[src/rtl/gate_array_pipe.sv]
// Bitwise gate-function pipeline: applies one of eight gate ops across a WIDTH-bit pair
// and carries the result through STAGES valid/ready register stages, with parity and a handshake counter.
module gate_array_pipe #(
  parameter int WIDTH  = 4,
  parameter int STAGES = 2
) (
  input  logic             clk,
  input  logic             rst_n,
  input  logic             in_valid,
  output logic             in_ready,
  input  logic [2:0]       op,
  input  logic [WIDTH-1:0] a,
  input  logic [WIDTH-1:0] b,
  output logic             out_valid,
  input  logic             out_ready,
  output logic [WIDTH-1:0] y,
  output logic             parity,
  output logic [15:0]      xfer_count
);

  function automatic logic [WIDTH-1:0] gate_fn(input logic [2:0]       sel,
                                               input logic [WIDTH-1:0] x,
                                               input logic [WIDTH-1:0] z);
    case (sel)
      3'd0:    gate_fn = x & z;
      3'd1:    gate_fn = x | z;
      3'd2:    gate_fn = x ^ z;
      3'd3:    gate_fn = ~(x & z);
      3'd4:    gate_fn = ~(x | z);
      3'd5:    gate_fn = ~(x ^ z);
      3'd6:    gate_fn = ~x;
      default: gate_fn = x;
    endcase
  endfunction

  function automatic logic parity_fn(input logic [WIDTH-1:0] v);
    parity_fn = ^v;
  endfunction

  logic [STAGES-1:0] vld_q;
  logic [WIDTH-1:0]  y_q    [STAGES];
  logic [STAGES-1:0] load;
  logic              hole;
  logic [STAGES-1:0] up_vld;
  logic [WIDTH-1:0]  up_y   [STAGES];
  logic [15:0]       cnt_q;
  logic [15:0]       cnt_d;

  // Stage k may load when out_ready is high or any stage at or after k is empty.
  always_comb begin
    hole = 1'b0;
    load = '0;
    for (int k = STAGES - 1; k >= 0; k--) begin
      hole    = hole | ~vld_q[k];
      load[k] = out_ready | hole;
    end
  end

  always_comb begin
    up_vld    = '0;
    up_vld[0] = in_valid;
    up_y[0]   = gate_fn(op, a, b);
    for (int k = 1; k < STAGES; k++) begin
      up_vld[k] = vld_q[k-1];
      up_y[k]   = y_q[k-1];
    end
  end

  assign cnt_d      = cnt_q + 16'd1;
  assign in_ready   = load[0];
  assign out_valid  = vld_q[STAGES-1];
  assign y          = y_q[STAGES-1];
  assign parity     = parity_fn(y_q[STAGES-1]);
  assign xfer_count = cnt_q;

  // Pipeline stage registers: data only moves on a valid transfer.
  always_ff @(posedge clk or negedge rst_n) begin
    if (!rst_n) begin
      vld_q <= '0;
      cnt_q <= '0;
      for (int k = 0; k < STAGES; k++) y_q[k] <= '0;
    end else begin
      for (int k = 0; k < STAGES; k++) begin
        if (load[k]) begin
          vld_q[k] <= up_vld[k];
          if (up_vld[k]) y_q[k] <= up_y[k];
        end
      end
      if (out_valid && out_ready) cnt_q <= cnt_d;
    end
  end

endmodule

[config.mk]
export PLATFORM = sky130hd
export DESIGN_NAME = gate_array_pipe
export DESIGN_NICKNAME = d
export VERILOG_FILES = /design/src/rtl/gate_array_pipe.sv
export SDC_FILE = /design/constraint.sdc
export NUM_CORES = 1
export LEC_CHECK = 0
export ABC_AREA = 1
export BUFFER_PORTS_ARGS = -buffer_cell sky130_fd_sc_hd__buf_4
export CORE_MARGIN = 3
export CORE_UTILIZATION = 24
export CTS_BUF_LIST = sky130_fd_sc_hd__clkbuf_8
export CTS_CLUSTER_SIZE = 16
export DETAILED_ROUTE_END_ITERATION = 8
export GPL_TIMING_DRIVEN = 1
export SLEW_MARGIN = 20
export SYNTH_ARGS = -nofsm -noshare
export SYNTH_HDL_FRONTEND = slang
export SYNTH_SLANG_ARGS = --single-unit
[constraint.sdc]
create_clock -name clk -period 2.9 [get_ports clk]
set_clock_uncertainty 0.1 [all_clocks]
set_input_delay 0.145 -clock clk [delete_from_list [all_inputs] [get_ports clk]]
set_output_delay 0.145 -clock clk [all_outputs]
set_load 0.1 [all_outputs]
# ---- Word-level counts from Yosys, hierarchy flattened
# Cells that the tools add are included.
dict set report classes {
  n_bitwise 12
  n_mux 1
  n_eq_ne 6
  addsub 1
  n_reduce_logical 5
}
# cell n
set ops {}
lappend ops {{$pmux W4 S7} 1}
lappend ops {{$add A16 B1 Y16 const B} 1}
lappend ops {{$not A4 Y4} 4}
lappend ops {{$eq A3 B3 Y1 const B} 3}
lappend ops {{$eq A3 B2 Y1 const B} 2}
lappend ops {{$and A4 B4 Y4} 1}
lappend ops {{$or A4 B4 Y4} 1}
lappend ops {{$reduce_and A2 Y1} 2}
lappend ops {{$reduce_xor A4 Y1} 1}
lappend ops {{$xor A4 B4 Y4} 1}
lappend ops {{$eq A3 B1 Y1 const B} 1}
lappend ops {{$logic_not A3 Y1} 1}
lappend ops {{$or A1 B1 Y1} 3}
lappend ops {{$not A1 Y1} 2}
lappend ops {{$logic_and A1 B1 Y1} 1}
dict set report totals {
  elab_cells 30
  in_bits 15
  reg_bits 26
}

# ---- Longest topological paths before layout
# Gate-level depths: netlist of run 1.
dict set report logic_depth {
  depth_word 4
  mapped_depth 9
}

# ---- Worst setup path before layout of run 1
# Ideal clock, no wire load.
dict set report synth_path {
  path_type {reg-to-output}
  start {reg y_q (netlist bit y[3])}
  end {out parity}
  path_slack_ns -0.073
  arrival_time_ns 2.728
  path_buffers 0
  stages_incl_launch_ff 3
  cell_sequence {dfrtp_1 > xnor2_1 > xnor2_1}
}
dict set report synth_via {
  elab_chain_cells 1
}
# element line
set synth_lines {}
lappend synth_lines {{from (decl)} 41} ;# logic [WIDTH-1:0] y_q [STAGES];
lappend synth_lines {{from (signal, indexed assignment)} 86} ;# if (up_vld[k]) y_q[k] <= up_y[k];
lappend synth_lines {{$reduce_xor A4 Y1} 37} ;# parity_fn = ^v;
lappend synth_lines {{to (decl)} 17} ;# output logic parity,
# No other way between the ends.

# ---- Final worst setup path of run 1
dict set report layout_path {
  start {reg y_q (netlist bit y[1])}
  end {out parity}
}
# The elaborated chain is that of the path after synthesis.

==> impl_metrics.json, run 1 <==
{
  "firstDrtPassIters": 4,
  "grt_use_total_pct": 9.48,
  "end_kind": "output pin",
  "status": "complete, no violations",
  "crit_fanout": 3,
  "nets": 301,
  "crit_slowest_cell": "dfrtp_1",
  "die_w_microns": 90.4,
  "cts_max_path_buffers": 2,
  "clk-insertion-delay-late_ns": 0.27,
  "row_count": 30,
  "io_buffers": 37,
  "dp_cells": 367,
  "grt_pass1_wl_microns": 6540,
  "area_growth_pct": 27.8,
  "holdWs_ns": 0.0651,
  "num_vias": 1545,
  "antenna_left": 0,
  "ys_ff_latch": 26,
  "hp-class": "in2reg",
  "ios": 38,
  "regToRegSetupSlack_ns": 1.39,
  "syn_nets": 260,
  "die_h_microns": 90.4,
  "crit_chain": "xor2_1 > xnor2_2 > buf_4",
  "drive_gt1_share_pct": 19.2,
  "gp_congestion": 0.863,
  "first_iter_violations": 51,
  "yosysTopAreaCell": "dfrtp_1",
  "wl_microns": 3740,
  "fin_crit_ns": 1.64,
  "fin_cells": 372,
  "crit_required_ns": 2.65,
  "initial_core_util_pct": 24.9,
  "clock_sinks": 26,
  "core_area_sq_um": 6870,
  "critPathLaunchType": "register",
  "num-fill-cells": 753,
  "netlist_area_sq_um": 1710,
  "cap_viol_max_count": 0,
  "grt_start_max_net_pins": 27,
  "hpwl_microns": 2970,
  "cts_resized": 0,
  "grt_pass1_vias": 1481,
  "die_area_sq_um": 8180,
  "leakagePower_nw": 1.21,
  "ys_warn_count": 0,
  "final_max_slew_viol_count": 0,
  "syn_avg_cell_area_sq_um": 7.25,
  "crit_type": "reg2out",
  "drc": 0,
  "grt_overflow": 0,
  "powerDensity_nw_per_um2": 936,
  "final_util_pct": 31.8,
  "setup_violations": 0,
  "finalSetupTns_ns": 0,
  "ir_drop_uv": 338,
  "numCtsBuffers": 3,
  "fin_crit_sh_pct": 56.7,
  "yosysSeqAreaShare_pct": 38.0,
  "relSlewSlack_pct": 77.4,
  "worst_ep_arrival_time_ns": 1.40,
  "yosys.cell_types.count": 19,
  "clk_pin_slew_ns": 0.09,
  "h-tree-depth": 1,
  "synthDominantCellAreaShare_pct": 38.0,
  "wl_per_cell_microns": 10.0,
  "hold_viol": 0,
  "worst_pin_slew_ns": 0.338,
  "clockRootBuffer": "clkbuf_8",
  "via_per_inst": 4.15,
  "antenna_found_initial": 0,
  "cts_tree": "yes",
  "diodes": 0,
  "clock.fmax_ghz": 0.608,
  "yosys-top-cells-area": "dfrtp_1, nand2_1, inv_1",
  "synth_cells": 236,
  "rsz0062_at_grt": "no",
  "cts_setup_buffers": 0,
  "cpPeakStageDelay_ns": 0.41
}
-- synth_stat cells --
cell type  number
buf_6           1
nand3_1        19
o21ai_0        12
ha_1            9
nand2_1        79
nor2_2          2
nand2_2         3
nand3b_1        1
buf_2           1
nor2_1         13
o21bai_1        1
nand4_1         7
inv_1          41
mux2_2          4
a21oi_1         4
dfrtp_1        26
nor3_4          1
xor2_1          7
xnor2_1         5
-- placed cells by master (no fill, tap or decap) --
| master | count |
|---|---|
| a21oi_1 | 4 |
| buf_4 | 37 |
| bufinv_16 | 1 |
| clkbuf_8 | 3 |
| dfrtp_1 | 26 |
| dlygate4sd3_1 | 1 |
| ha_1 | 9 |
| inv_1 | 41 |
| mux2_2 | 4 |
| nand2_1 | 79 |
| nand2_2 | 3 |
| nand3_1 | 18 |
| nand3_2 | 1 |
| nand3b_1 | 1 |
| nand4_1 | 7 |
| nor2_1 | 13 |
| nor2_2 | 2 |
| nor3_4 | 1 |
| o21ai_0 | 12 |
| o21bai_1 | 1 |
| xnor2_1 | 4 |
| xnor2_2 | 1 |
| xor2_1 | 7 |
-- metrics by stage --
stage | area (sq um) | worst slack (ns) | total power, mW
finish | 2190 | 1.26 | 2.05
global route | 2190 | 1.17 | 2.15
CTS | 2190 | 1.21 | 2.07
detailed placement | 2100 | 1.41 | 1.76
global placement | 2100 | 1.46 | 1.75
floorplan | 1720 | 0.363 | 1.49
-- worst paths after layout --
kind / from / to / cells after the start
worst max register to register: xfer_count[1] / xfer_count[12] / 8
worst min register to register: up_y[0] / up_y[0] / 2
worst max-delay path: y[1] / parity / 3
worst min-delay path: out_ready / vld_q[0] / 4
max in group asynchronous: rst_n / xfer_count[14] / 2
min in group asynchronous: rst_n / xfer_count[4] / 2
-- cell type report --
type | instances | area [sq um] | area share, %
clock buffers | 3 | 41.3 | 1.89
multi-input cells | 167 | 902 | 41.3
flip-flops and latches | 26 | 651 | 29.8
repair buffers | 38 | 288 | 13.2
inverters | 41 | 154 | 7.04
well taps | 96 | 120 | 5.50
clock inverters | 1 | 30.0 | 1.37
-- sequential cells by signal, indices dropped and copies added, names as in the netlist --
register,cells
xfer_count,16
y,4
up_y,4
vld_q,2
-- repair_timing --
action                                  in CTS  in global routing
endpoints found under the hold margin       26                  0
endpoints found under the setup margin       0                  0
hold buffers                                 1                  0
-- worst max-delay path: cells and delay by family, from the launching register on --
kind      cells  cell delay [ns]
xor+xnor      2             0.41
flops         1             0.41
buf+inv       1             0.30
-- routing by layer --
| layer | wire length (microns) | vias up | part of all wire (%) | track usage [%] |
|---|---|---|---|---|
| met3 | 151 | 2 | 4.0 | 1.75 |
| met1 | 1680 | 699 | 45 | 10.9 |
| met4 | 23 | 0 | 0.62 | 2.68 |
| met2 | 1880 | 31 | 50 | 17.8 |
| met5 | 0 | - | 0 | 0 |
| li1 | - | 813 | - | - |
-- logic make-up after synthesis --
| kind of cell | Yosys count | synth area share (%) |
|---|---|---|
| AO/OA/AOI/OAI | 17 | 5.12 |
| flip-flops | 26 | 38.0 |
| XOR/XNOR | 12 | 6.14 |
| AND/OR/NAND/NOR | 125 | 31.5 |
| multiplexers | 4 | 2.63 |
| adder cells (fa/ha/maj) | 9 | 6.58 |
| buffers and inverters | 43 | 9.95 |
-- report_power, final --
| part | total (mW) | internal, mW | switching, mW |
|---|---|---|---|
| clock network | 0.301 | 0.185 | 0.117 |
| registers | 0.547 | 0.447 | 0.100 |
| logic | 1.20 | 0.263 | 0.934 |
(Power assumes the default switching activity.)
==> run 2, diff against run 1 <==
==> constraint.sdc (replaced) <==
create_clock -name clk -period 1.54 [get_ports clk]
set_clock_uncertainty 0.1 [all_clocks]
set_input_delay 0.077 -clock clk [delete_from_list [all_inputs] [get_ports clk]]
set_output_delay 0.077 -clock clk [all_outputs]
set_load 0.1 [all_outputs]
==> impl_metrics.json, run 2 (same netlist as run 1, synthesis figures left out) <==
{
  "ios": 38,
  "setup_violations": 0,
  "row_count": 30,
  "core_area_sq_um": 6870,
  "fin_crit_ns": 1.54,
  "pwr-share-seq_pct": 26.5,
  "worst_ep_arrival_time_ns": 1.36,
  "p_comb_share_pct": 60.4,
  "wl_microns": 3920,
  "hp-class": "in2reg",
  "hold_viol": 0,
  "antenna_found_initial": 0,
  "clock_sinks": 26,
  "grt_pass1_vias": 1540,
  "mostFrequentLayoutCell": "nand2_1",
  "crit_slowest_cell": "dfrtp_4",
  "diodes": 0,
  "rsz0062_at_grt": "yes",
  "p_switching_mw": 2.32,
  "die_area_sq_um": 8180,
  "p_int_mw": 2.07,
  "crit_fanout": 2,
  "crit_type": "reg2out",
  "cts_max_path_buffers": 2,
  "io_buffers": 37,
  "cts_tree": "yes",
  "final_max_slew_viol_count": 0,
  "worst_pin_slew_ns": 0.363,
  "gp_congestion": 0.824,
  "largest_reg_flops": 16,
  "via_per_inst": 4.29,
  "worstHoldStart": "out_ready",
  "die_h_microns": 90.4,
  "end_kind": "output pin",
  "powerDensity_nw_per_um2": 1820,
  "cap_viol_max_count": 0,
  "clock.fmax_ghz": 0.650,
  "worst-path-buf-inv": 1,
  "status": "complete, no violations",
  "r2r-start": "xfer_count[0]",
  "clk_pin_slew_ns": 0.10,
  "finalSetupTns_ns": 0,
  "clock_power_share_pct": 13.1,
  "first_iter_violations": 44,
  "final_cell_area_sq_um": 2410,
  "wl_per_cell_microns": 10.3,
  "die_w_microns": 90.4,
  "grt_start_max_net_pins": 27,
  "antenna_left": 0,
  "crit_chain": "xor2_4 > xnor2_4 > buf_12",
  "cp_top_family": "flip-flops",
  "clockRootBuffer": "clkbuf_8",
  "drc": 0,
  "grt_use_total_pct": 9.84,
  "nets": 308,
  "initial_core_util_pct": 24.9,
  "clk-insertion-delay-late_ns": 0.27,
  "grt_pass1_wl_microns": 6700,
  "firstDrtPassIters": 4,
  "leakagePower_nw": 1.24,
  "sw_frac_of_total_pct": 52.9,
  "num_vias": 1625,
  "cpPeakStageDelay_ns": 0.51,
  "hpwl_microns": 3130,
  "critPathLaunch": "y[0]",
  "post_dp_cell_area_sq_um": 2260,
  "drive_gt1_share_pct": 30.7,
  "area_growth_pct": 41.0,
  "numCtsBuffers": 3,
  "h-tree-depth": 1,
  "grt_overflow": 0,
  "ir_drop_uv": 598,
  "final_cell_mix": "nand2_1, buf_4, inv_1",
  "relSlewSlack_pct": 75.7,
  "critPathLaunchType": "register",
  "fin_crit_sh_pct": 99.9,
  "crit_required_ns": 1.36
}
==> run 2: power by group through the flow <==
stage	logic, mW	registers, mW	clock network (mW)
final	2.65	1.16	0.574
after global routing	2.79	1.19	0.622
after CTS	2.67	1.16	0.594
after detailed placement	2.45	1.17	0
after global placement	2.44	1.15	0
after floorplan	0.944	2.13	0
==> run 2: what timing repair did <==
action,in CTS,in global routing
buffers inserted,4,1
setup endpoints to repair,1,3
hold buffers,2,0
pin swaps,2,1
hold endpoints to repair,27,0
gates resized for setup,5,1
==> run 2: metal layers <==
metal	vias up	global-route usage, %	wire length (microns)
met4	0	2.55	44
met2	48	17.9	1920
met3	5	2.25	208
met1	750	11.6	1750
li1	822	-	-
met5	-	0	0
==> run 2: stage by stage <==
stage	power (mW)	util (%)	cells	worst slack, ns	hold slack (ns)
after global placement	3.59	32.9	369	0.149	-0.0915
after detailed placement	3.62	32.9	369	0.109	-0.0917
final	4.39	35.1	379	0.00104	0.0179
after global routing	4.61	35.1	379	-0.0493	0.0592
after CTS	4.43	35.0	378	-0.0187	0.0209
after floorplan	3.07	-	236	-0.125	-0.319
==> run 2: area by class of cell <==
class / count / area, sq um
Clock inverter: 1 / 30.0
Sequential cell: 26 / 716
Inverter: 41 / 154
Fill cell: 745 / 4460
Tap cell: 96 / 120
Multi-Input combinational cell: 167 / 996
Clock buffer: 3 / 41.3
Timing Repair Buffer: 45 / 355
==> run 2: worst reg2reg max path, stage by stage (launching register included) <==
cell	delay [ns]
dfrtp_4	0.46
ha_4	0.16
nand2_2	0.06
nor3_4	0.19
buf_4	0.15
nand3_1	0.08
xnor2_1	0.17
==> run 2: final timing paths <==
kind,endpoint,slack [ns],cells past startpoint
worst min register to register,up_y[3],0.39,2
worst max-delay path,parity,0.001,3
max in group asynchronous,xfer_count[2],0.92,2
min in group asynchronous,xfer_count[8],0.14,2
worst max register to register,xfer_count[6],0.09,6
worst min-delay path,xfer_count[13],0.02,4
==> run 3, diff against run 2 <==
--- a/config.mk
+++ b/config.mk
@@ -8,11 +8,11 @@
 export ABC_AREA = 1
 export BUFFER_PORTS_ARGS = -buffer_cell sky130_fd_sc_hd__buf_4
 export CORE_MARGIN = 3
-export CORE_UTILIZATION = 24
-export CTS_BUF_LIST = sky130_fd_sc_hd__clkbuf_8
+export CORE_UTILIZATION = 54
 export CTS_CLUSTER_SIZE = 16
 export DETAILED_ROUTE_END_ITERATION = 8
 export GPL_TIMING_DRIVEN = 1
+export PLACE_DENSITY = 0.8
 export SLEW_MARGIN = 20
 export SYNTH_ARGS = -nofsm -noshare
 export SYNTH_HDL_FRONTEND = slang
==> constraint.sdc (replaced) <==
create_clock -name clk -period 1.54 [get_ports clk]
set_clock_uncertainty 0.1 [all_clocks]
set_input_delay 0 -clock clk [delete_from_list [all_inputs] [get_ports clk]]
set_output_delay 0 -clock clk [all_outputs]
set_load 0.1 [all_outputs]
==> impl_metrics.json, run 3 (same netlist as run 1, synthesis figures left out) <==
{
  "first_iter_violations": 85,
  "hold_viol": 6,
  "worst_pin_slew_ns": 0.397,
  "die_h_microns": 62.3,
  "worst-path-buf-inv": 1,
  "num_vias": 1627,
  "ios": 38,
  "wl_microns": 4070,
  "diodes": 0,
  "core_area_sq_um": 2880,
  "worst_ep_arrival_time_ns": 1.42,
  "grt_pass1_wl_microns": 7100,
  "violations": "hold timing",
  "initial_core_util_pct": 59.5,
  "powerDensity_nw_per_um2": 1740,
  "die_w_microns": 62.3,
  "drc": 0,
  "hpwl_microns": 2910,
  "crit_chain": "xnor2_4 > xnor2_4 > buf_12",
  "seqCellArea_sq_um": 716,
  "clk_pin_slew_ns": 0.14,
  "holdWs_ns": -0.00151,
  "grt_use_total_pct": 22.5,
  "mostFrequentLayoutCell": "nand2_1",
  "hp-class": "in2async",
  "io_buffers": 37,
  "final_cell_mix": "nand2_1, buf_4, inv_1",
  "antenna_found_initial": 0,
  "largest_reg_flops": 16,
  "clock_sinks": 26,
  "final_max_slew_viol_count": 0,
  "crit_type": "reg2out",
  "num-fill-cells": 205,
  "critPathLaunchType": "register",
  "grt_overflow": 0,
  "wl_per_cell_microns": 12.4,
  "die_area_sq_um": 3880,
  "end_kind": "output pin",
  "worst_path_most_repeated_cell": "xnor2_4",
  "crit_fanout": 3,
  "nets": 312,
  "via_per_inst": 4.95,
  "row_count": 19,
  "crit_slowest_cell": "dfrtp_4",
  "worst_slack_ns": 0.0164,
  "setup_violations": 0,
  "rsz0062_at_grt": "yes",
  "numCtsBuffers": 3,
  "drive_gt1_share_pct": 30.7,
  "cap_viol_max_count": 0,
  "cts_tree": "yes",
  "gp_congestion": 0.848,
  "area_growth_pct": 37.7,
  "h-tree-depth": 1,
  "cpPeakStageDelay_ns": 0.54,
  "final_util_pct": 81.9,
  "firstDrtPassIters": 4,
  "status": "finished with violations",
  "leakagePower_nw": 1.24,
  "grt_start_max_net_pins": 27,
  "fin_crit_ns": 1.52,
  "ir_drop_uv": 1280,
  "clock.fmax_ghz": 0.656,
  "fin_crit_sh_pct": 98.9,
  "place_worst_setup_slack_ns": 0.0876,
  "clockRootBuffer": "clkbuf_4",
  "multi_input_area_sq_um": 1000,
  "clk-insertion-delay-late_ns": 0.32,
  "antenna_left": 0,
  "finalSetupTns_ns": 0,
  "relSlewSlack_pct": 73.5,
  "crit_required_ns": 1.44,
  "grt_pass1_vias": 1586,
  "cts_max_path_buffers": 2,
  "cp_top_family": "flip-flops"
}
-- run 3: metal layers --
layer / vias up / part of all wire, % / wire length, microns / track usage, %
li1: 834 / - / - / -
met1: 744 / 48 / 1950 / 33.0
met2: 47 / 46 / 1870 / 34.5
met3: 2 / 5.6 / 226 / 3.06
met4: 0 / 0.49 / 20 / 6.61
met5: - / 0 / 0 / 0
-- run 3: final cells by class --
class,instances,share of cell area (%)
multi-input combinational,167,42.5
sequential,26,30.4
timing repair buffer,49,16.8
inverter,41,6.53
tap,42,2.23
clock buffer,4,1.54
-- run 3: through the flow --
step                      std cells  power [mW]  instance area [sq um]
final                           329        4.11                   2360
after global routing            329        4.30                   2360
after CTS                       325        4.10                   2310
after detailed placement        314        3.53                   2180
after global placement          314        3.51                   2180
after floorplan                 236        3.07                   1860
-- run 3: timing repair --
item                                   4_1_cts  5_1_grt
cloned                                       0        0
pin swaps                                    0        5
setup endpoints to repair                    1        5
resized for setup                            5        3
hold buffers                                 6        0
endpoints found under the hold margin       36        0
buffers inserted                             1        4
-- run 3: worst register-to-register path, stage by stage, from the launching register on --
cell           delay, ns
dfrtp_4             0.47
nand3_4             0.12
nand2_8             0.11
nand2_1             0.04
dlygate4sd3_1       0.55
-- run 3: report_power, final --
group	internal [mW]	switching, mW	total, mW
Combinational	0.775	1.83	2.60
Sequential	0.925	0.240	1.17
Clock	0.145	0.199	0.344
-- run 3: worst paths after layout --
kind | from | endpoint | slack (ns) | depth (start not counted)
max in group asynchronous | rst_n | y[2] | 1.06 | 2
max reg2reg | vld_q[1] | vld_q[0] | 0.04 | 4
min | rst_n | xfer_count[1] | -0.002 | 2
max | y[2] | parity | 0.02 | 3
min reg2reg | up_y[3] | up_y[3] | 0.41 | 2
min in group clk | a[0] | up_y[0] | 0.03 | 5
